## config.mk

```make
export PLATFORM = sky130hd
export DESIGN_NAME = uart_rx_cmd_parser
export DESIGN_NICKNAME = d
export VERILOG_FILES = /design/src/rtl/uart_rx_cmd_parser.sv
export SDC_FILE = /design/constraint.sdc
export NUM_CORES = 1
export LEC_CHECK = 0
export CAP_MARGIN = 20
export CORE_ASPECT_RATIO = 1.2
export CORE_MARGIN = 3
export CORE_UTILIZATION = 28
export CTS_CLUSTER_DIAMETER = 100
export CTS_CLUSTER_SIZE = 40
export DETAILED_ROUTE_END_ITERATION = 8
export GPL_TIMING_DRIVEN = 0
export HOLD_SLACK_MARGIN = 0.15
export MAX_ROUTING_LAYER = met4
export PLACE_DENSITY = 0.62
export SLEW_MARGIN = 20
export SYNTH_ARGS = -nofsm -noshare
export SYNTH_HDL_FRONTEND = slang
export SYNTH_SLANG_ARGS = --single-unit
```

## constraint.sdc

```tcl
create_clock -name CLK -period 3 [get_ports CLK]
set_input_delay 0.6 -clock CLK [delete_from_list [all_inputs] [get_ports CLK]]
set_output_delay 0.6 -clock CLK [all_outputs]
set_load 0.02 [all_outputs]
```

## src/rtl/uart_rx_cmd_parser.sv

```systemverilog
// Command-frame parser behind the UART receiver: decodes write/read/ALU frames into one-cycle strobes.
// Optional inter-byte timeout abort enabled by defining RX_CMD_TIMEOUT_EN.
module uart_rx_cmd_parser #(
   parameter int ADDR_W      = 4,
   parameter int FUN_W       = 4,
   parameter int TIMEOUT_CYC = 1024
) (
   input  logic              CLK,
   input  logic              RST,
   input  logic              rx_valid,
   input  logic [7:0]        rx_data,
   input  logic              rx_err,
   output logic              rf_wr_en,
   output logic              rf_rd_en,
   output logic [ADDR_W-1:0] rf_addr,
   output logic [7:0]        rf_wr_data,
   output logic              alu_en,
   output logic [FUN_W-1:0]  alu_fun,
   output logic              frame_done,
   output logic              cmd_err
);

   typedef enum logic [2:0] {
      S_IDLE, S_WR_ADDR, S_WR_DATA, S_RD_ADDR, S_ALU_OPA, S_ALU_OPB, S_ALU_FUN
   } state_t;

   state_t            state_q, state_d;
   logic [ADDR_W-1:0] wr_addr_q, wr_addr_d;
   logic              rf_wr_en_q, rf_wr_en_d;
   logic              rf_rd_en_q, rf_rd_en_d;
   logic [ADDR_W-1:0] rf_addr_q, rf_addr_d;
   logic [7:0]        rf_wr_data_q, rf_wr_data_d;
   logic              alu_en_q, alu_en_d;
   logic [FUN_W-1:0]  alu_fun_q, alu_fun_d;
   logic              frame_done_q, frame_done_d;
   logic              cmd_err_q, cmd_err_d;
   logic              expire;

`ifdef RX_CMD_TIMEOUT_EN
   localparam int CNT_W = $clog2(TIMEOUT_CYC + 1);
   logic [CNT_W-1:0] cnt_q, cnt_d;

   // Counts idle cycles mid-frame; any received byte or abort restarts it.
   always_comb begin
      cnt_d  = '0;
      expire = 1'b0;
      if (!rx_valid && !rx_err && state_q != S_IDLE) begin
         if (cnt_q == CNT_W'(TIMEOUT_CYC - 1)) expire = 1'b1;
         else                                  cnt_d  = cnt_q + CNT_W'(1);
      end
   end

   always_ff @(posedge CLK) begin
      if (RST) cnt_q <= '0;
      else     cnt_q <= cnt_d;
   end
`else
   assign expire = 1'b0;
`endif

   always_comb begin
      state_d      = state_q;
      wr_addr_d    = wr_addr_q;
      rf_wr_en_d   = 1'b0;
      rf_rd_en_d   = 1'b0;
      rf_addr_d    = rf_addr_q;
      rf_wr_data_d = rf_wr_data_q;
      alu_en_d     = 1'b0;
      alu_fun_d    = alu_fun_q;
      frame_done_d = 1'b0;
      cmd_err_d    = 1'b0;
      if (rx_err) begin
         cmd_err_d = 1'b1;
         state_d   = S_IDLE;
      end else if (rx_valid) begin
         case (state_q)
            S_IDLE: begin
               case (rx_data)
                  8'hAA:   state_d = S_WR_ADDR;
                  8'hBB:   state_d = S_RD_ADDR;
                  8'hCC:   state_d = S_ALU_OPA;
                  8'hDD:   state_d = S_ALU_FUN;
                  default: cmd_err_d = 1'b1;
               endcase
            end
            S_WR_ADDR: begin
               wr_addr_d = rx_data[ADDR_W-1:0];
               state_d   = S_WR_DATA;
            end
            S_WR_DATA: begin
               rf_wr_en_d   = 1'b1;
               rf_addr_d    = wr_addr_q;
               rf_wr_data_d = rx_data;
               frame_done_d = 1'b1;
               state_d      = S_IDLE;
            end
            S_RD_ADDR: begin
               rf_rd_en_d   = 1'b1;
               rf_addr_d    = rx_data[ADDR_W-1:0];
               frame_done_d = 1'b1;
               state_d      = S_IDLE;
            end
            // Operands land in fixed registers 0 and 1 ahead of the ALU launch.
            S_ALU_OPA: begin
               rf_wr_en_d   = 1'b1;
               rf_addr_d    = ADDR_W'(0);
               rf_wr_data_d = rx_data;
               state_d      = S_ALU_OPB;
            end
            S_ALU_OPB: begin
               rf_wr_en_d   = 1'b1;
               rf_addr_d    = ADDR_W'(1);
               rf_wr_data_d = rx_data;
               state_d      = S_ALU_FUN;
            end
            S_ALU_FUN: begin
               alu_en_d     = 1'b1;
               alu_fun_d    = rx_data[FUN_W-1:0];
               frame_done_d = 1'b1;
               state_d      = S_IDLE;
            end
            default: state_d = S_IDLE;
         endcase
      end else if (expire) begin
         cmd_err_d = 1'b1;
         state_d   = S_IDLE;
      end
   end

   always_ff @(posedge CLK) begin
      if (RST) begin
         state_q      <= S_IDLE;
         wr_addr_q    <= '0;
         rf_wr_en_q   <= 1'b0;
         rf_rd_en_q   <= 1'b0;
         rf_addr_q    <= '0;
         rf_wr_data_q <= 8'h00;
         alu_en_q     <= 1'b0;
         alu_fun_q    <= '0;
         frame_done_q <= 1'b0;
         cmd_err_q    <= 1'b0;
      end else begin
         state_q      <= state_d;
         wr_addr_q    <= wr_addr_d;
         rf_wr_en_q   <= rf_wr_en_d;
         rf_rd_en_q   <= rf_rd_en_d;
         rf_addr_q    <= rf_addr_d;
         rf_wr_data_q <= rf_wr_data_d;
         alu_en_q     <= alu_en_d;
         alu_fun_q    <= alu_fun_d;
         frame_done_q <= frame_done_d;
         cmd_err_q    <= cmd_err_d;
      end
   end

   assign rf_wr_en   = rf_wr_en_q;
   assign rf_rd_en   = rf_rd_en_q;
   assign rf_addr    = rf_addr_q;
   assign rf_wr_data = rf_wr_data_q;
   assign alu_en     = alu_en_q;
   assign alu_fun    = alu_fun_q;
   assign frame_done = frame_done_q;
   assign cmd_err    = cmd_err_q;

endmodule

```

# After elaboration in Yosys (flattened, before gate mapping)
# Cells that the tools add are included.
[classes] n_bitwise=2 div_mod_pow=0 magnitude_cmp=0 shift=0 n_reduce_logical=12 mux=11 addsub=0 mul=0 eq_ne=11
[op_table] op="$eq A8 B8 Y1 const B" n=4
[op_table] op="$pmux W3 S4" n=2
[op_table] op="$pmux W4 S4" n=1
[op_table] op="$reduce_and A3 Y1" n=4
[op_table] op="$eq A3 B3 Y1 const B" n=3
[op_table] op="$reduce_or A3 Y1" n=3
[op_table] op="$mux W1" n=8
[op_table] op="$eq A3 B2 Y1 const B" n=2
[op_table] op="$ne A5 B1 Y1 const B" n=1
[op_table] op="$reduce_bool A4 Y1" n=1
[op_table] op="$reduce_or A4 Y1" n=1
[op_table] op="$eq A3 B1 Y1 const B" n=1
[op_table] op="$logic_not A3 Y1" n=1
[op_table] op="$not A1 Y1" n=2
[op_table] op="$reduce_and A2 Y1" n=1
[op_table] op="$reduce_or A2 Y1" n=1
[totals] ram_bits=0 ff_bits=28 n_memories=0 word_cells=46 mem_bits_ro=0 input_bits=12 latchBits=0 out_inout_bits=21

# Longest topological paths before layout
[logic_depth] depth_word=6 depth_mapped=5

# Least setup slack after synthesis
# OpenSTA, ideal clock, no wires.
[synth_timing] kind="input to register" from="input port rx_data[4]" to="register state_q[0]" stages=4 setup_slack_ps=1453 arrival_time_ps=1413 path_cell_list="and2_4 o211a_4 a2111oi_4 a2111oi_2"
[synth_between] elab_chain_len=3 word_cells_on_any_way=8 classes_between="eq/ne (5); mux (2); reduce/logical (1)"
[synth_rtl] item="from (decl)" line_no="11" rtl="input logic [7:0] rx_data,"
[synth_rtl] item="$eq A8 B8 Y1" line_no="78" rtl="case (rx_data)"
[synth_rtl] item="$pmux W3 S4 / $ne A5 B1 Y1 (equally long branches)"
[synth_rtl] item="$pmux W3 S4 / $reduce_and A2 Y1 (equally long branches)"
[synth_rtl] item="to (signal assigned)" line_no="143" rtl="state_q <= state_d;"
[synth_rtl] item="to (decl)" line_no="27" rtl="state_t state_q, state_d;"
# Parallel ways exist; a longest one is shown, timed or not.
# A chain may end at the register's enable or synchronous reset.

# Worst setup path in the final report
[layout_timing] from="input port rx_data[1]" to="register state_q[0]"
# The elaborated chain is that of the path after synthesis.

==> flow_metrics.py <==
metrics = {
    "critical_path": {
        "critPathCaptureType": "flop",
        "critPathKind": "in2reg",
        "path_buf_inv": 1,
        "required_ns": 3.17,
        "cp-start-kind": "input pin",
        "slowest_delay_ns": 0.52,
        "crit_family": "simple AND/OR/NAND/NOR gates",
        "path_cells": "clkdlybuf4s50_1, nand4bb_1, nand2_1, a2111oi_4, a2111oi_2",
        "cp_slowest_cell": "clkdlybuf4s50_1",
        "cp.arrival_ns": 2.10,
        "crit_fanout": 6,
    },
    "yosys": {
        "syn_area_um2": 1300,
        "avgSynthCellArea_um2": 9.87,
        "netlist.area_leader.share_pct": 43.0,
        "yosysMostFrequentCell": "dfxtp_1",
        "syn_inst": 132,
        "synth_top_area_cell": "dfxtp_1",
        "synth_fp_nets": 144,
        "synthTopCellsByCount": "dfxtp_1, nor2_1, mux2i_1",
        "ys.flop_type": "dfxtp_1",
        "synth_top_family_by_area": "simple AND/OR/NAND/NOR gates",
        "ys_ff_latch": 28,
        "ys_types": 37,
        "synth.mux.area_fraction_pct": 13.8,
        "ys_warn_count": 0,
        "synth-simple-area-share_pct": 23.5,
        "synth-adder-area-share_pct": 0,
        "synthTopCellsByArea": "dfxtp_1, mux2i_1, nor2_1, nor3_4, nand2_1",
        "yosysSeqAreaShare_pct": 43.0,
        "synth-compound-area-share_pct": 15.9,
        "synth_edf_count": 0,
        "async_reset_ff_share_pct": 0,
        "synth-xor-area-share_pct": 0,
    },
    "global_route": {
        "grt_overflow": 0,
        "grtUsageTotal_pct": 12.8,
        "first_global_vias": 1142,
        "grt_max_degree": 17,
        "antenna_found_initial": 0,
        "grt_pass1_wl_mm": 5.22,
    },
    "floorplan": {
        "num_io_pins": 33,
        "start_util_pct": 29.9,
        "die_x_um": 68.3,
        "dieArea_um2": 5510,
        "die_y_um": 80.7,
        "rows": 26,
        "core-area_um2": 4360,
    },
    "power_and_ir_drop": {
        "peakVddDrop_mv": 0.256,
        "powerDensity_nw_per_um2": 411,
        "leakagePower_uw": 0.000665,
        "total_power_uw": 724,
    },
    "cts": {
        "cts_buffers": 3,
        "insertion_delay_ns": 0.28,
        "cts_buffer_depth": 2,
        "cts.clk_slew.worst_paths_ns": 0.10,
        "cts_hold_buf": 0,
        "root_buffer": "clkbuf_8",
        "cts_htree_levels": 1,
        "ctsResizeCount": 0,
        "cts_sinks": 28,
        "postCtsSetupBuffers": 0,
        "cts_tree": "done",
    },
    "routing": {
        "drt_iter0_drc": 17,
        "viasPerCell": 4.87,
        "drc": 0,
        "wl_per_cell_um": 13.9,
        "dr_total_vias": 1090,
        "first_pass_iters": 4,
        "ant_nets": 0,
        "routed_wl_mm": 3.11,
    },
    "timing": {
        "finalSetupViolCount": 0,
        "fmax_ghz": 0.517,
        "finalCritPeriodShare_pct": 64.4,
        "hold_violations": 0,
        "skew_ns": 0.00791,
        "tightest_slew_ns": 0.420,
        "period_minus_slack_ns": 1.93,
        "rsz0062_at_grt": "false",
        "max_slew_margin_pct": 72.0,
        "setup_tns_ns": 0,
        "final-max-slew-violation-count": 0,
    },
    "placed_design": {
        "placed_cell_area_um2": 1690,
        "dp.cells": 220,
        "place_hpwl_mm": 2.44,
        "io_buffers": 32,
        "gp_congestion": 0.825,
    },
    "layout": {
        "finalCoreUtilization_pct": 40.5,
        "drive_gt1_share_pct": 10.1,
        "n_antenna_cell": 0,
        "layout.nets": 181,
        "fillers": 468,
        "multi_input_area_um2": 693,
        "area_growth_syn_to_layout_pct": 35.4,
        "final-seq-area_um2": 561,
        "finalNonFillerCells": 224,
        "fin_area_um2": 1760,
    },
    "hold_path": {
        "hold_class": "reg2reg",
    },
    "outcome": {
        "outcome": "finished clean",
    },
    "flow_run": {
        "cap_violations": 0,
    },
}
cell type report:
cell class	instances	share of cell area (%)
plain buffers	6	2.55
inverters	1	0.213
flip-flops and latches	28	31.8
clock buffers	3	2.34
multi-input cells	97	39.3
well taps	56	3.97
clock inverters	1	1.70
repair buffers	32	18.2
power breakdown:
group	leakage, µW	total [µW]	switching [µW]	internal [µW]
Sequential	0.000226	373	0.414	373
Clock	0.0000357	301	123	179
Combinational	0.000404	50.1	26.2	23.9
registers in the layout, summed over array words and instances (netlist names):
| signal | count |
|---|---|
| rf_wr_data | 8 |
| alu_fun | 4 |
| rf_addr | 4 |
| wr_addr_q | 4 |
| state_q | 3 |
| alu_en | 1 |
| cmd_err | 1 |
| frame_done | 1 |
| rf_rd_en | 1 |
| rf_wr_en | 1 |
metal layers:
| layer | track usage (%) | up-vias | part of all wire [%] | routed length [µm] |
|---|---|---|---|---|
| li1 | - | 539 | - | - |
| met1 | 15.4 | 516 | 45 | 1410 |
| met2 | 22.3 | 31 | 50 | 1550 |
| met3 | 1.96 | 4 | 3.9 | 120 |
| met4 | 2.39 | 0 | 0.74 | 23 |
| met5 | - | - | 0 | 0 |
kinds of logic (layout without fill, tap and decap cells):
family | Yosys count | count (layout)
AOI/OAI and AO/OA | 23 | 23
buffers and inverters | 7 | 43
DFF | 28 | 28
muxes | 18 | 18
and+or+nand+nor | 56 | 56
worst paths after layout:
kind / cells after the start / endpoint / start / slack (ns)
setup / recovery: 5 / state_q[0] / rx_data[1] / 1.07
setup reg to reg: 5 / rf_wr_data[0] / state_q[1] / 1.60
hold reg to reg: 2 / rf_addr[3] / rf_addr[3] / 0.51
hold / removal: 2 / rf_addr[3] / rf_addr[3] / 0.51
worst register-to-register path: cells and delay by family (launching register included):
family,cells,cell delay [ns]
DFF,1,0.42
muxes,1,0.23
and+or+nand+nor,2,0.28
AOI/OAI and AO/OA,1,0.14
buffers and inverters,1,0.22
per-stage QoR:
step | hold WS (ns) | setup slack [ns]
after floorplan | 0.466 | 1.45
after global placement | 0.476 | 0.841
after detailed placement | 0.494 | 0.782
after CTS | 0.512 | 1.08
after global routing | 0.535 | 1.03
final | 0.506 | 1.07
cell usage in the layout, fill, tap and decap left out, types with 2 or more instances in the layout:
| master | count |
|---|---|
| mux2i_1 | 18 |
| nand2_1 | 8 |
| nand4bb_1 | 2 |
| nor2_1 | 26 |
| clkbuf_1 | 2 |
| clkdlybuf4s50_1 | 32 |
| a21oi_1 | 5 |
| a22o_1 | 3 |
| nand2b_1 | 4 |
| dfxtp_1 | 28 |
| buf_6 | 2 |
| clkbuf_8 | 3 |
| a311oi_1 | 3 |
| nor3_4 | 2 |
| nor2b_1 | 4 |
| buf_4 | 2 |
(Power assumes the default switching activity.)
